==> config.mk <==
export PLATFORM = sky130hd
export DESIGN_NAME = mdu_sequencer
export DESIGN_NICKNAME = d
export VERILOG_FILES = /design/src/rtl/mdu_sequencer.sv
export SDC_FILE = /design/constraint.sdc
export NUM_CORES = 1
export LEC_CHECK = 0
export ABC_AREA = 1
export ABC_CLOCK_PERIOD_IN_PS = 3810
export CAP_MARGIN = 20
export CORE_UTILIZATION = 50
export DETAILED_ROUTE_END_ITERATION = 16
export DONT_BUFFER_PORTS = 1
export MAX_ROUTING_LAYER = met4
export SLEW_MARGIN = 15
export SYNTH_ARGS = -nofsm -noshare
export SYNTH_HDL_FRONTEND = slang
export SYNTH_SLANG_ARGS = --single-unit
==> constraint.sdc <==
create_clock -name clk -period 3.81 [get_ports clk]
set_clock_uncertainty 0.2 [all_clocks]
set_input_delay 0.762 -clock clk [delete_from_list [all_inputs] [get_ports clk]]
set_output_delay 0.762 -clock clk [all_outputs]
set_load 0.1 [all_outputs]
==> src/rtl/mdu_sequencer.sv <==
// Iterative radix-2 multiply/divide unit with HI/LO ownership and ID-stage stall term.
// Multiply is shift-add LSB first; divide is restoring MSB first on magnitudes, sign fixed afterwards.
module mdu_sequencer #(
  parameter int WIDTH = 32
) (
  input  logic             clk,
  input  logic             reset,
  input  logic             start_E,
  input  logic [1:0]       op_E,
  input  logic [WIDTH-1:0] a_E,
  input  logic [WIDTH-1:0] b_E,
  input  logic             mdu_use_D,
  input  logic             mthi_W,
  input  logic             mtlo_W,
  input  logic [WIDTH-1:0] wdata_W,
  output logic [WIDTH-1:0] hi,
  output logic [WIDTH-1:0] lo,
  output logic             busy,
  output logic             stall_mdu
);

  localparam int CW = $clog2(WIDTH);

  typedef enum logic [1:0] {
    IDLE = 2'b00,
    RUN  = 2'b01,
    FIX  = 2'b10
  } state_e;

  function automatic logic [WIDTH-1:0] neg_w(input logic [WIDTH-1:0] v);
    return ~v + WIDTH'(1);
  endfunction

  function automatic logic [2*WIDTH-1:0] neg_2w(input logic [2*WIDTH-1:0] v);
    return ~v + (2*WIDTH)'(1);
  endfunction

  state_e               state_q, state_d;
  logic [CW-1:0]        cnt_q, cnt_d;
  logic [1:0]           op_q, op_d;
  logic [2*WIDTH-1:0]   acc_q, acc_d;
  logic [WIDTH-1:0]     b_abs_q, b_abs_d;
  logic [WIDTH-1:0]     a_raw_q, a_raw_d;
  logic                 neg_quo_q, neg_quo_d;
  logic                 neg_rem_q, neg_rem_d;
  logic                 div_zero_q, div_zero_d;
  logic                 busy_q, busy_d;
  logic [WIDTH-1:0]     hi_q, hi_d;
  logic [WIDTH-1:0]     lo_q, lo_d;

  logic                 sgn_s;
  logic [WIDTH:0]       mul_sum_s;
  logic [WIDTH:0]       rem_sh_s;
  logic [WIDTH:0]       rem_diff_s;
  logic [2*WIDTH-1:0]   prod_s;

  // Next-state, datapath step and HI/LO update logic.
  always_comb begin
    state_d    = state_q;
    cnt_d      = cnt_q;
    op_d       = op_q;
    acc_d      = acc_q;
    b_abs_d    = b_abs_q;
    a_raw_d    = a_raw_q;
    neg_quo_d  = neg_quo_q;
    neg_rem_d  = neg_rem_q;
    div_zero_d = div_zero_q;
    busy_d     = busy_q;
    hi_d       = hi_q;
    lo_d       = lo_q;

    sgn_s      = ~op_E[0];
    // Multiply: add |b| into the upper half when the current multiplier bit is set, then shift right.
    mul_sum_s  = {1'b0, acc_q[2*WIDTH-1:WIDTH]} + (acc_q[0] ? {1'b0, b_abs_q} : {(WIDTH+1){1'b0}});
    // Divide: remainder shifted left with the next dividend bit, trial-subtract |b|.
    rem_sh_s   = {acc_q[2*WIDTH-1:WIDTH], acc_q[WIDTH-1]};
    rem_diff_s = rem_sh_s - {1'b0, b_abs_q};
    prod_s     = neg_quo_q ? neg_2w(acc_q) : acc_q;

    case (state_q)
      IDLE: begin
        hi_d = mthi_W ? wdata_W : hi_q;
        lo_d = mtlo_W ? wdata_W : lo_q;
        if (start_E) begin
          op_d       = op_E;
          acc_d      = {{WIDTH{1'b0}}, ((sgn_s && a_E[WIDTH-1]) ? neg_w(a_E) : a_E)};
          b_abs_d    = (sgn_s && b_E[WIDTH-1]) ? neg_w(b_E) : b_E;
          a_raw_d    = a_E;
          neg_quo_d  = sgn_s && (a_E[WIDTH-1] ^ b_E[WIDTH-1]);
          neg_rem_d  = sgn_s && a_E[WIDTH-1];
          div_zero_d = (b_E == {WIDTH{1'b0}});
          cnt_d      = {CW{1'b0}};
          busy_d     = 1'b1;
          state_d    = RUN;
        end else begin
          state_d = IDLE;
        end
      end
      RUN: begin
        if (op_q[1]) begin
          if (!rem_diff_s[WIDTH]) begin
            acc_d = {rem_diff_s[WIDTH-1:0], acc_q[WIDTH-2:0], 1'b1};
          end else begin
            acc_d = {rem_sh_s[WIDTH-1:0], acc_q[WIDTH-2:0], 1'b0};
          end
        end else begin
          acc_d = {mul_sum_s, acc_q[WIDTH-1:1]};
        end
        cnt_d = cnt_q + CW'(1);
        if (cnt_q == CW'(WIDTH-1)) begin
          state_d = FIX;
        end else begin
          state_d = RUN;
        end
      end
      FIX: begin
        if (op_q[1]) begin
          if (div_zero_q) begin
            lo_d = {WIDTH{1'b1}};
            hi_d = a_raw_q;
          end else begin
            lo_d = neg_quo_q ? neg_w(acc_q[WIDTH-1:0]) : acc_q[WIDTH-1:0];
            hi_d = neg_rem_q ? neg_w(acc_q[2*WIDTH-1:WIDTH]) : acc_q[2*WIDTH-1:WIDTH];
          end
        end else begin
          hi_d = prod_s[2*WIDTH-1:WIDTH];
          lo_d = prod_s[WIDTH-1:0];
        end
        cnt_d   = {CW{1'b0}};
        busy_d  = 1'b0;
        state_d = IDLE;
      end
      default: begin
        busy_d  = 1'b0;
        state_d = IDLE;
      end
    endcase
  end

  // State and datapath registers with synchronous reset.
  always_ff @(posedge clk) begin
    if (reset) begin
      state_q    <= IDLE;
      cnt_q      <= {CW{1'b0}};
      op_q       <= 2'b00;
      acc_q      <= {(2*WIDTH){1'b0}};
      b_abs_q    <= {WIDTH{1'b0}};
      a_raw_q    <= {WIDTH{1'b0}};
      neg_quo_q  <= 1'b0;
      neg_rem_q  <= 1'b0;
      div_zero_q <= 1'b0;
      busy_q     <= 1'b0;
      hi_q       <= {WIDTH{1'b0}};
      lo_q       <= {WIDTH{1'b0}};
    end else begin
      state_q    <= state_d;
      cnt_q      <= cnt_d;
      op_q       <= op_d;
      acc_q      <= acc_d;
      b_abs_q    <= b_abs_d;
      a_raw_q    <= a_raw_d;
      neg_quo_q  <= neg_quo_d;
      neg_rem_q  <= neg_rem_d;
      div_zero_q <= div_zero_d;
      busy_q     <= busy_d;
      hi_q       <= hi_d;
      lo_q       <= lo_d;
    end
  end

  assign hi        = hi_q;
  assign lo        = lo_q;
  assign busy      = busy_q;
  // start_E covers the EX cycle before busy rises.
  assign stall_mdu = mdu_use_D & (busy_q | start_E);

  mdu_sequencer_checker u_chk (
    .clk     (clk),
    .reset   (reset),
    .busy    (busy_q),
    .start_E (start_E),
    .mthi_W  (mthi_W),
    .mtlo_W  (mtlo_W)
  );

endmodule

// Flags protocol violations the hazard logic is expected to prevent.
module mdu_sequencer_checker (
  input logic clk,
  input logic reset,
  input logic busy,
  input logic start_E,
  input logic mthi_W,
  input logic mtlo_W
);

  a_no_start_busy: assert property (@(posedge clk) disable iff (reset) !(busy && start_E));
  a_no_mt_busy:    assert property (@(posedge clk) disable iff (reset) !(busy && (mthi_W || mtlo_W)));

endmodule

==> impl_metrics.py <==
metrics = {
    "finish": {
        "nNetsFinal": 3688,
        "drive_above_1_share_pct": 4.933,
        "fillerInstances": 4116,
        "multi_input_area_mm2": 0.01289,
        "layout_commonest_cell": "nand2_1",
        "seqCellArea_mm2": 0.004086,
        "area_growth_pct": 6.511,
        "layout.cells.non_filler": 4047,
        "final_cell_mix": "1052 x nand2_1, 549 x inv_1, 368 x a21oi_1",
    },
    "drt": {
        "drcViolationCount": 0,
        "dr.pass1.iters": 6,
        "dr_total_vias": 23850,
        "viasPerCell": 5.892,
        "wire_per_inst_um": 21.16,
        "ant_nets": 0,
        "wl_mm": 85.63,
        "drt-initial-drc-count": 3350,
    },
    "die": {
        "start_util_pct": 50.75,
        "fp-row-count": 72,
        "ios": 170,
        "die_w_um": 200.3,
        "core_mm2": 0.03874,
        "die_h_um": 200.3,
        "fp.dieArea_mm2": 0.04012,
    },
    "worst_setup_path": {
        "worst_r2r_path_depth": 18,
        "end_kind": "flip-flop",
        "crit_start": "acc_q[0]",
        "timing.rr.end": "acc_q[55]",
        "crit_arrival_ps": 3780,
        "r2r_slack_ps": 320,
        "worstPathMaxFanout": 11,
        "timing.rr.start": "acc_q[0]",
        "required_ps": 4100,
        "path_class": "flip-flop to flip-flop",
        "start_kind": "flip-flop",
    },
    "logic_synthesis": {
        "synth_top_area_share_pct": 20.77,
        "ys_seq_area_share_pct": 20.77,
        "ys_top_cells_by_area": "dfxtp_1 21%, nand2_1 20%, inv_1 11%",
        "synth.distinct_cells": 50,
        "ys_warn_count": 0,
        "syn_nets": 3755,
        "synth_area_per_cell_um2": 5.493,
        "ys_seq_elements": 204,
        "syn_inst": 3579,
        "syn-cell-area_mm2": 0.01966,
        "synth_top_area_cell": "dfxtp_1",
    },
    "worst_hold_path": {
        "worstHoldPathCells": 1,
        "min_to": "busy",
        "worstHoldStart": "reset",
        "hold_path_class": "input pin to flip-flop",
    },
    "global_routing": {
        "antenna_found_initial": 2,
        "track_usage_pct": 42.45,
        "use_met3_pct": 15.34,
        "grt_pass1_wl_mm": 127.4,
        "grt_max_degree": 85,
        "met2_usage_pct": 54.94,
        "grt_overflow_total": 0,
        "grt_busiest_layer": "met1",
        "grtUsageMet1_pct": 60.54,
        "grt_pass1_vias": 20970,
    },
    "clock_tree": {
        "ctsResizeCount": 0,
        "cts.clk_slew.worst_paths_ps": 80,
        "cts_made_buffers": 24,
        "cts.path.max_buffers": 3,
        "clock_sink_count": 204,
        "post-cts-setup-buffer-count": 0,
        "htreeDepth": 1,
        "insertion_delay_ps": 560,
        "ctsHoldBuffers": 0,
        "clockRootBuffer": "clkbuf_16",
        "cts_tree": "done",
    },
    "job": {
        "maxCapViolations": 0,
    },
    "sta": {
        "slew_headroom_pct": 29.40,
        "setup_viol_count_final": 0,
        "fmax_ghz": 0.2862,
        "setup_tns_ps": 0,
        "fin_crit_sh_pct": 91.70,
        "finalCriticalPeriod_ps": 3494,
        "drv_slew": 0,
        "hold_violations": 0,
        "tightest_slew_ps": 1058,
        "rsz0062_at_grt": "false",
    },
    "pwr": {
        "powerDensity_mw_per_mm2": 387.8,
        "power_w": 0.008120,
        "ir_worst_vdd_uv": 365.4,
        "p_leak_nw": 10.78,
    },
    "place": {
        "dpl.cell_count": 4003,
        "place_congestion": 1.105,
        "dp_hpwl_mm": 67.88,
        "port_buffers": 0,
    },
    "outcome": {
        "status": "finished clean",
    },
}
[worst max-delay path, cell delays in order (launching register included)]
cell and delay [ps]:
dfxtp_1 650, nand2_1 110, inv_1 80, ha_1 300, inv_1 100, fa_1 410
inv_1 150, nand3_1 80, nand3_1 220, nand2_1 90, nand3_1 210, nand2_1 170
nand3_1 160, nand2_1 60, nand3_1 130, nand2_1 60, inv_1 60, nand2_1 60
a21oi_2 130
[metal layers]
layer | part of all wire [%] | wire length [um]
met3 | 16 | 13300
met5 | 0 | 0
met1 | 44 | 37770
met2 | 37 | 32030
met4 | 3.0 | 2533
[sequential cells by signal, summed over array words and instances, names as in the netlist, 2 cells and up]
register and cells:
lo 32, b_abs_q 32, cnt_q 5, hi 32, acc_q 64, a_raw_q 32
state_q 2
[metrics by stage]
stage / util, % / instance area, um^2 / hold WS (ps) / setup slack (ps)
after floorplan: - / 19660 / 229.7 / 1044
after CTS: 53.97 / 20910 / 65.33 / 409.8
after detailed placement: 52.05 / 20160 / 249.2 / 443.3
after global routing: 54.06 / 20940 / 70.82 / 125.5
final: 54.06 / 20940 / 80.06 / 316.4
after global placement: 52.05 / 20160 / 243.3 / 479.8
[report_power, final]
| part | internal, W | switching, W |
|---|---|---|
| sequential | 0.00231 | 0.000661 |
| clock | 0.00126 | 0.00103 |
| combinational | 0.000804 | 0.00206 |
| total | 0.00438 | 0.00374 |
[synth_stat cells, drive strengths merged]
cell type and count:
and2 5, clkinv 4, a21oi 380, o311a 1, o21bai 6, xor2 48
nor4 8, nor2 307, nand4 30, clkbuf 119, nor3 41, dfxtp 204
o22ai 2, a32oi 2, a31oi 22, nand3 273, a31o 1, a22oi 1
or2 9, a2bb2oi 1, xnor2 16, nand2 1071, inv 558, and3 3
a221oi 4, o21ai 325, o211ai 8, buf 30, nand3b 12, a21o 5
o21a 4, o31ai 4, o221ai 2, a21boi 1, fa 2, ha 70
[worst max-delay path by stage]
stage	end	slack, ps
2_1_floorplan	stall_mdu	1040
3_3_place_gp	acc_q[0]	480
3_5_place_dp	acc_q[55]	440
4_1_cts	acc_q[55]	410
5_1_grt	acc_q[55]	130
6_report	acc_q[55]	320
[kinds of logic (layout without fill, tap and decap cells)]
kind of cell             Yosys count  in the layout  synth area share [%]
buffers and inverters            711            659                 13.82
XOR/XNOR                          64             64                 2.851
adder cells (fa/ha/maj)           72             72                 4.659
other                              0              2                     0
flip-flops                       204            204                 20.77
AND/OR/NAND/NOR                 1759           1759                 37.30
AO/OA/AOI/OAI                    769            769                 20.60
[layout make-up]
cell class / count / area share, %
Antenna cell: 2 / 0.02390
Clock buffer: 29 / 3.053
Clock inverter: 12 / 0.5019
Inverter: 562 / 10.08
Multi-Input combinational cell: 2664 / 61.57
Sequential cell: 204 / 19.51
Tap cell: 518 / 3.095
Timing Repair Buffer: 56 / 2.163
Note: power is estimated with default switching activity, not from simulation.
